### src/rtl/mod_arith_pkg.sv
// Shared definitions for the modular-arithmetic sequencer.
// Contents: CU op encodings, program entry field positions, sequencer error
// codes and the sequencer state encoding.
package mod_arith_pkg;

    typedef enum logic [2:0] {
        X_MUL_Y = 3'd0,
        X_SQR_X = 3'd1,
        X_INV_X = 3'd2,
        X_MOV_Y = 3'd3,
        X_ADD_Y = 3'd4,
        X_SUB_Y = 3'd5,
        X_NEG_X = 3'd6,
        X_RTB   = 3'd7
    } cu_op_t;

    // Program entry layout: [7]=end [6]=accy [5]=accx [4]=mod [3]=reserved [2:0]=op
    localparam int unsigned END_B  = 7;
    localparam int unsigned ACCY_B = 6;
    localparam int unsigned ACCX_B = 5;
    localparam int unsigned MOD_B  = 4;
    localparam int unsigned RSVD_B = 3;
    localparam int unsigned OP_LSB = 0;
    localparam int unsigned OP_W   = 3;

    localparam logic [1:0] ERR_OK    = 2'd0;
    localparam logic [1:0] ERR_TO    = 2'd1;
    localparam logic [1:0] ERR_ABORT = 2'd2;
    localparam logic [1:0] ERR_OVR   = 2'd3;

    typedef enum logic [6:0] {
        S_IDLE  = 7'b000_0001,
        S_FETCH = 7'b000_0010,
        S_ISSUE = 7'b000_0100,
        S_WAIT  = 7'b000_1000,
        S_ABORT = 7'b001_0000,
        S_DRAIN = 7'b010_0000,
        S_DONE  = 7'b100_0000
    } seq_state_t;

endpackage

### src/rtl/mod_arith_seq_ram.sv
// Program store: DEPTH x 8, one write port, one synchronous read port.
// Contents are not reset. Written to map onto distributed or block RAM.
// Ports:
//   clk          clock
//   we           write strobe
//   waddr/wdata  write address / entry
//   raddr        read address, sampled on clk
//   rdata        entry at raddr from the previous clock edge
module mod_arith_seq_ram
    import mod_arith_pkg::*;
#(
    parameter int unsigned DEPTH = 32,
    parameter int unsigned AW    = 5
) (
    input  logic          clk,
    input  logic          we,
    input  logic [AW-1:0] waddr,
    input  logic [7:0]    wdata,
    input  logic [AW-1:0] raddr,
    output logic [7:0]    rdata
);

    logic [7:0] mem [DEPTH];

    always_ff @(posedge clk) begin
        if (we) begin
            mem[waddr] <= wdata;
        end
        rdata <= mem[raddr];
    end

endmodule

### src/rtl/mod_arith_seq.sv
// Microprogram sequencer feeding the modular-arithmetic control unit (CU).
// Issues stored commands one at a time on the CU op/en/ready handshake,
// supervises each with a watchdog and supports host abort via CU clear.
// Ports:
//   clk, rst_n             clock, async active-low reset
//   prog_we/addr/data      program write port (ignored while busy)
//   start, start_addr      launch a program at start_addr
//   abort                  cancel the running program
//   busy, done, err_code   run status; err_code held until next start
//   pc                     address of the current entry
//   cu_op, cu_en, cu_opt_* command interface to the CU
//   cu_clear               CU clear pulse on timeout/abort
//   cu_ready               CU idle indication
module mod_arith_seq
    import mod_arith_pkg::*;
#(
    parameter int unsigned DEPTH   = 32,
    parameter int unsigned AW      = 5,
    parameter int unsigned TO_W    = 10,
    parameter int unsigned TIMEOUT = 1023
) (
    input  logic          clk,
    input  logic          rst_n,
    input  logic          prog_we,
    input  logic [AW-1:0] prog_addr,
    input  logic [7:0]    prog_data,
    input  logic          start,
    input  logic [AW-1:0] start_addr,
    input  logic          abort,
    output logic          busy,
    output logic          done,
    output logic [1:0]    err_code,
    output logic [AW-1:0] pc,
    output logic [2:0]    cu_op,
    output logic          cu_en,
    output logic          cu_opt_mod,
    output logic          cu_opt_accx,
    output logic          cu_opt_accy,
    output logic          cu_clear,
    input  logic          cu_ready
);

    seq_state_t      state, state_d;
    logic [AW-1:0]   pc_d;
    logic [7:0]      ir, ir_d;
    logic [7:0]      rdata;
    logic [1:0]      err_d;
    logic [TO_W-1:0] wd, wd_d;
    logic            ir_rsvd_unused;

    // The RAM is addressed with the next pc so the entry is already on rdata
    // during FETCH and ir loads at the end of that single cycle.
    mod_arith_seq_ram #(
        .DEPTH(DEPTH),
        .AW   (AW)
    ) u_ram (
        .clk  (clk),
        .we   (prog_we & ~busy),
        .waddr(prog_addr),
        .wdata(prog_data),
        .raddr(pc_d),
        .rdata(rdata)
    );

    always_ff @(posedge clk or negedge rst_n) begin
        if (!rst_n) begin
            state    <= S_IDLE;
            pc       <= '0;
            ir       <= '0;
            err_code <= ERR_OK;
            wd       <= '0;
        end else begin
            state    <= state_d;
            pc       <= pc_d;
            ir       <= ir_d;
            err_code <= err_d;
            wd       <= wd_d;
        end
    end

    always_comb begin
        state_d = state;
        pc_d    = pc;
        ir_d    = ir;
        err_d   = err_code;
        wd_d    = wd;
        unique case (state)
            S_IDLE: begin
                if (start && !abort) begin
                    pc_d    = start_addr;
                    err_d   = ERR_OK;
                    state_d = S_FETCH;
                end
            end
            S_FETCH: begin
                if (abort) begin
                    err_d   = ERR_ABORT;
                    state_d = S_ABORT;
                end else begin
                    ir_d    = rdata;
                    state_d = S_ISSUE;
                end
            end
            S_ISSUE: begin
                if (abort) begin
                    err_d   = ERR_ABORT;
                    state_d = S_ABORT;
                end else if (cu_ready) begin
                    wd_d    = '0;
                    state_d = S_WAIT;
                end
            end
            S_WAIT: begin
                if (abort) begin
                    err_d   = ERR_ABORT;
                    state_d = S_ABORT;
                end else if (cu_ready) begin
                    if (ir[END_B]) begin
                        state_d = S_DONE;
                    end else if (pc == AW'(DEPTH - 1)) begin
                        err_d   = ERR_OVR;
                        state_d = S_DONE;
                    end else begin
                        pc_d    = pc + AW'(1);
                        state_d = S_FETCH;
                    end
                end else begin
                    // Leaves WAIT on the cycle the count reaches TIMEOUT,
                    // so at most TIMEOUT cycles are spent waiting.
                    wd_d = wd + TO_W'(1);
                    if (wd == TO_W'(TIMEOUT - 1)) begin
                        err_d   = ERR_TO;
                        state_d = S_ABORT;
                    end
                end
            end
            S_ABORT: state_d = S_DRAIN;
            S_DRAIN: begin
                if (cu_ready) begin
                    state_d = S_DONE;
                end
            end
            S_DONE:  state_d = S_IDLE;
            default: state_d = S_IDLE;
        endcase
    end

    assign busy        = (state != S_IDLE);
    assign done        = (state == S_DONE);
    assign cu_clear    = (state == S_ABORT);
    assign cu_en       = (state == S_ISSUE) && cu_ready && !abort;
    assign cu_op       = ir[OP_LSB +: OP_W];
    assign cu_opt_mod  = ir[MOD_B];
    assign cu_opt_accx = ir[ACCX_B];
    assign cu_opt_accy = ir[ACCY_B];

    assign ir_rsvd_unused = ir[RSVD_B];

endmodule
### config.mk
export PLATFORM = sky130hd
export DESIGN_NAME = mod_arith_seq
export DESIGN_NICKNAME = d
export VERILOG_FILES = /design/src/rtl/mod_arith_pkg.sv /design/src/rtl/mod_arith_seq_ram.sv /design/src/rtl/mod_arith_seq.sv
export SDC_FILE = /design/constraint.sdc
export NUM_CORES = 1
export LEC_CHECK = 0
export BUFFER_PORTS_ARGS = -buffer_cell sky130_fd_sc_hd__buf_2
export CORE_MARGIN = 5
export CORE_UTILIZATION = 40
export CTS_CLUSTER_SIZE = 12
export DETAILED_ROUTE_END_ITERATION = 7
export SETUP_SLACK_MARGIN = 0.2
export SYNTH_ARGS = -nofsm -noshare
export SYNTH_HDL_FRONTEND = slang
export SYNTH_HIERARCHICAL = 1
export SYNTH_SLANG_ARGS = --single-unit
### constraint.sdc
create_clock -name clk -period 4.5 [get_ports clk]
set_input_delay 0.45 -clock clk [delete_from_list [all_inputs] [get_ports clk]]
set_output_delay 0.45 -clock clk [all_outputs]
set_load 0.01 [all_outputs]
==> summary.md <==
| Metric | Value |
|---|---|
| Mean area per synthesized cell | `18.9 sq um` |
| Hold crit path type | `in -> reg` |
| Fin cells | `959` |
| TritonCTS Buffers | `27` |
| Yosys Warn Count | `6` |
| Largest net degree at the start of global routing | `58` |
| Crit path arrival time | `4.14 ns` |
| Layout cells sized above 1 | `27.9%` |
| Synth Cell Area | `10600 sq um` |
| Post-Syn Nets | `590` |
| Crit Path Max Fanout | `57` |
| Antenna violations before repair | `0` |
| Cells along the critical path | `nor4b_1 -> nand2_1 -> nor2_1 -> buf_4 -> nand2_1 -> o211ai_1 -> buf_12 -> mux4_2 -> mux4_2 -> mux2_2` |
| Pre-antenna DRT Iters | `5` |
| Total Negative Setup Slacks | `0 ns` |
| Final Max Tran Viols | `0` |
| Critical setup path kind | `reg -> reg` |
| Initial DRC count | `501` |
| Leak pwr | `3.90 nW` |
| DRC Markers | `0` |
| Final wirelength | `21300 um` |
| Cell Rows | `59` |
| Placed insts | `916` |
| CTS tree | `built` |
| DRT antenna net count | `0` |
| DPL Wire Length | `13800 um` |
| RSZ-0062 raised after global routing | `no` |
| Die Wd | `173 um` |
| All-Layer GR Usage | `13.9%` |
| Max Root-Sink Buffers | `3` |
| Synthesis-to-layout area growth | `12.7%` |
| Port Buf Inserts | `39` |
| Die Ht | `173 um` |
| Required time of the critical path | `4.90 ns` |
| Critical-path cell with the highest stage delay | `dfstp_2` |
| Vias in the first global route | `5502` |
| Nets@finish | `638` |
| Max_cap viols | `0` |
| Core box area | `26100 sq um` |
| Peak Freq | `267 MHz` |
| Vias/cell | `5.59` |
| Gr ovfl total | `0` |
| Filler cells | `2240` |
| I/O pin count | `41` |
| Crit. End Element | `register` |
| DR WL/cell | `22.2 um` |
| Clk slew on worst S/H paths | `0.06 ns` |
| Final Hold Violating Endpoints | `0` |
| Clock Skew | `0.0233 ns` |
| CP delay by family, top | `multiplexers` |
| Post-CTS resize count | `0` |
| Final period util | `83.1%` |
| Tmin final | `3.74 ns` |
| Via count | `5361` |
| Buf/Inv on CP | `2` |
| Power Dens Cells | `558 nW/um^2` |
| Initial cell density of the core | `40.7%` |
| GPL Wtd Cong | `0.835` |
| TritonCTS sink count | `262` |
| Clock latency on the worst-skew pair | `0.54 ns` |
| CP Launch Type | `register` |
| Worst VDD drop | `313 uV` |
| Area occupied by multi-input gates | `2800 sq um` |
| Die area | `29900 sq um` |
| Endpoints failing setup | `0` |
| Status | `finished clean` |
| Root Driver | `clkbuf_16` |
| Register area | `7640 sq um` |
| Slowest cell delay on critical path | `0.65 ns` |
| Syn Inst Count | `563` |
| Worst slew margin | `35.4%` |
| # H-tree levels | `1` |
| # diodes | `0` |
| First-pass GRT wire length | `32600 um` |
| Slew of the pin with the lowest slew margin | `0.965 ns` |
## through the flow
step	util, %	instance area (sq um)	power, mW	worst slack, ns	hold WS, ns
6_report	45.8	12000	6.68	0.760	0.266
3_3_place_gp	42.8	11200	4.70	0.727	0.447
4_1_cts	45.8	12000	6.76	0.704	0.238
5_1_grt	45.8	12000	6.97	0.504	0.277
2_1_floorplan	-	10600	4.20	0.869	0.154
3_5_place_dp	42.8	11200	4.73	0.704	0.448
## state kept, by name, summed over array words and instances, names as in the netlist
register / cells
wd: 10
ir: 7
u_ram/mem: 224
err_code: 2
state: 7
u_ram/rdata: 7
pc: 5
## path summary, 6_finish.rpt
path | from | to | slack (ns) | depth (start not counted)
setup / recovery | state[0] | u_ram/rdata[5] | 0.76 | 10
hold / removal | cu_ready | wd[0] | 0.27 | 2
setup reg to reg | state[0] | u_ram/rdata[5] | 0.76 | 10
hold reg to reg | u_ram/rdata[7] | ir[7] | 0.46 | 1
max in group asynchronous | rst_n | state[4] | 3.52 | 2
min in group asynchronous | rst_n | wd[9] | 0.51 | 2
## placed cells by master (no fill, tap or decap), drive strengths merged, types with 2 or more instances in the layout
cell type    n
edfxtp     224
mux4        70
o31ai        3
a32oi        2
o211ai       2
a21oi        6
dfxtp        7
or3b         4
or3          5
nand4        6
nor4         7
nand2b       3
nand3b       7
o32ai        2
clkinv       5
nor2b        2
buf         48
mux2i        3
clkbuf      35
and3         3
nor2        47
mux2        15
xor2         5
xnor2        4
nand3        5
nor4b        2
dfrtp       30
o22ai        3
ha           3
o21ai        5
nor3         7
inv         10
nand2       25
## power breakdown
| group | total, mW | switching [mW] | internal, mW | leakage (nW) |
|---|---|---|---|---|
| Sequential | 2.87 | 0.0999 | 2.77 | 2.48 |
| Clock | 2.01 | 0.858 | 1.15 | 0.379 |
| Combinational | 1.80 | 0.890 | 0.907 | 1.04 |
## routing by layer
layer	GRT usage [%]	share of wire, %
met2	21.9	47
met5	0	0
met1	20.2	45
met3	2.73	5.6
met4	3.13	2.0
## repair_timing
item / CTS / global route
hold buffers: 1 / 0
endpoints found under the setup margin: 0 / 0
endpoints found under the hold margin: 30 / 0
setup buffers: 0 / 0
## area by class of cell
cell class / count / area share, %
Clock inverter: 7 / 0.627
Clock buffer: 35 / 5.89
Timing Repair Buffer: 49 / 2.49
Sequential cell: 262 / 63.8
Tap cell: 335 / 3.50
Multi-Input combinational cell: 262 / 23.4
Inverter: 9 / 0.282
(Power assumes the default switching activity.)
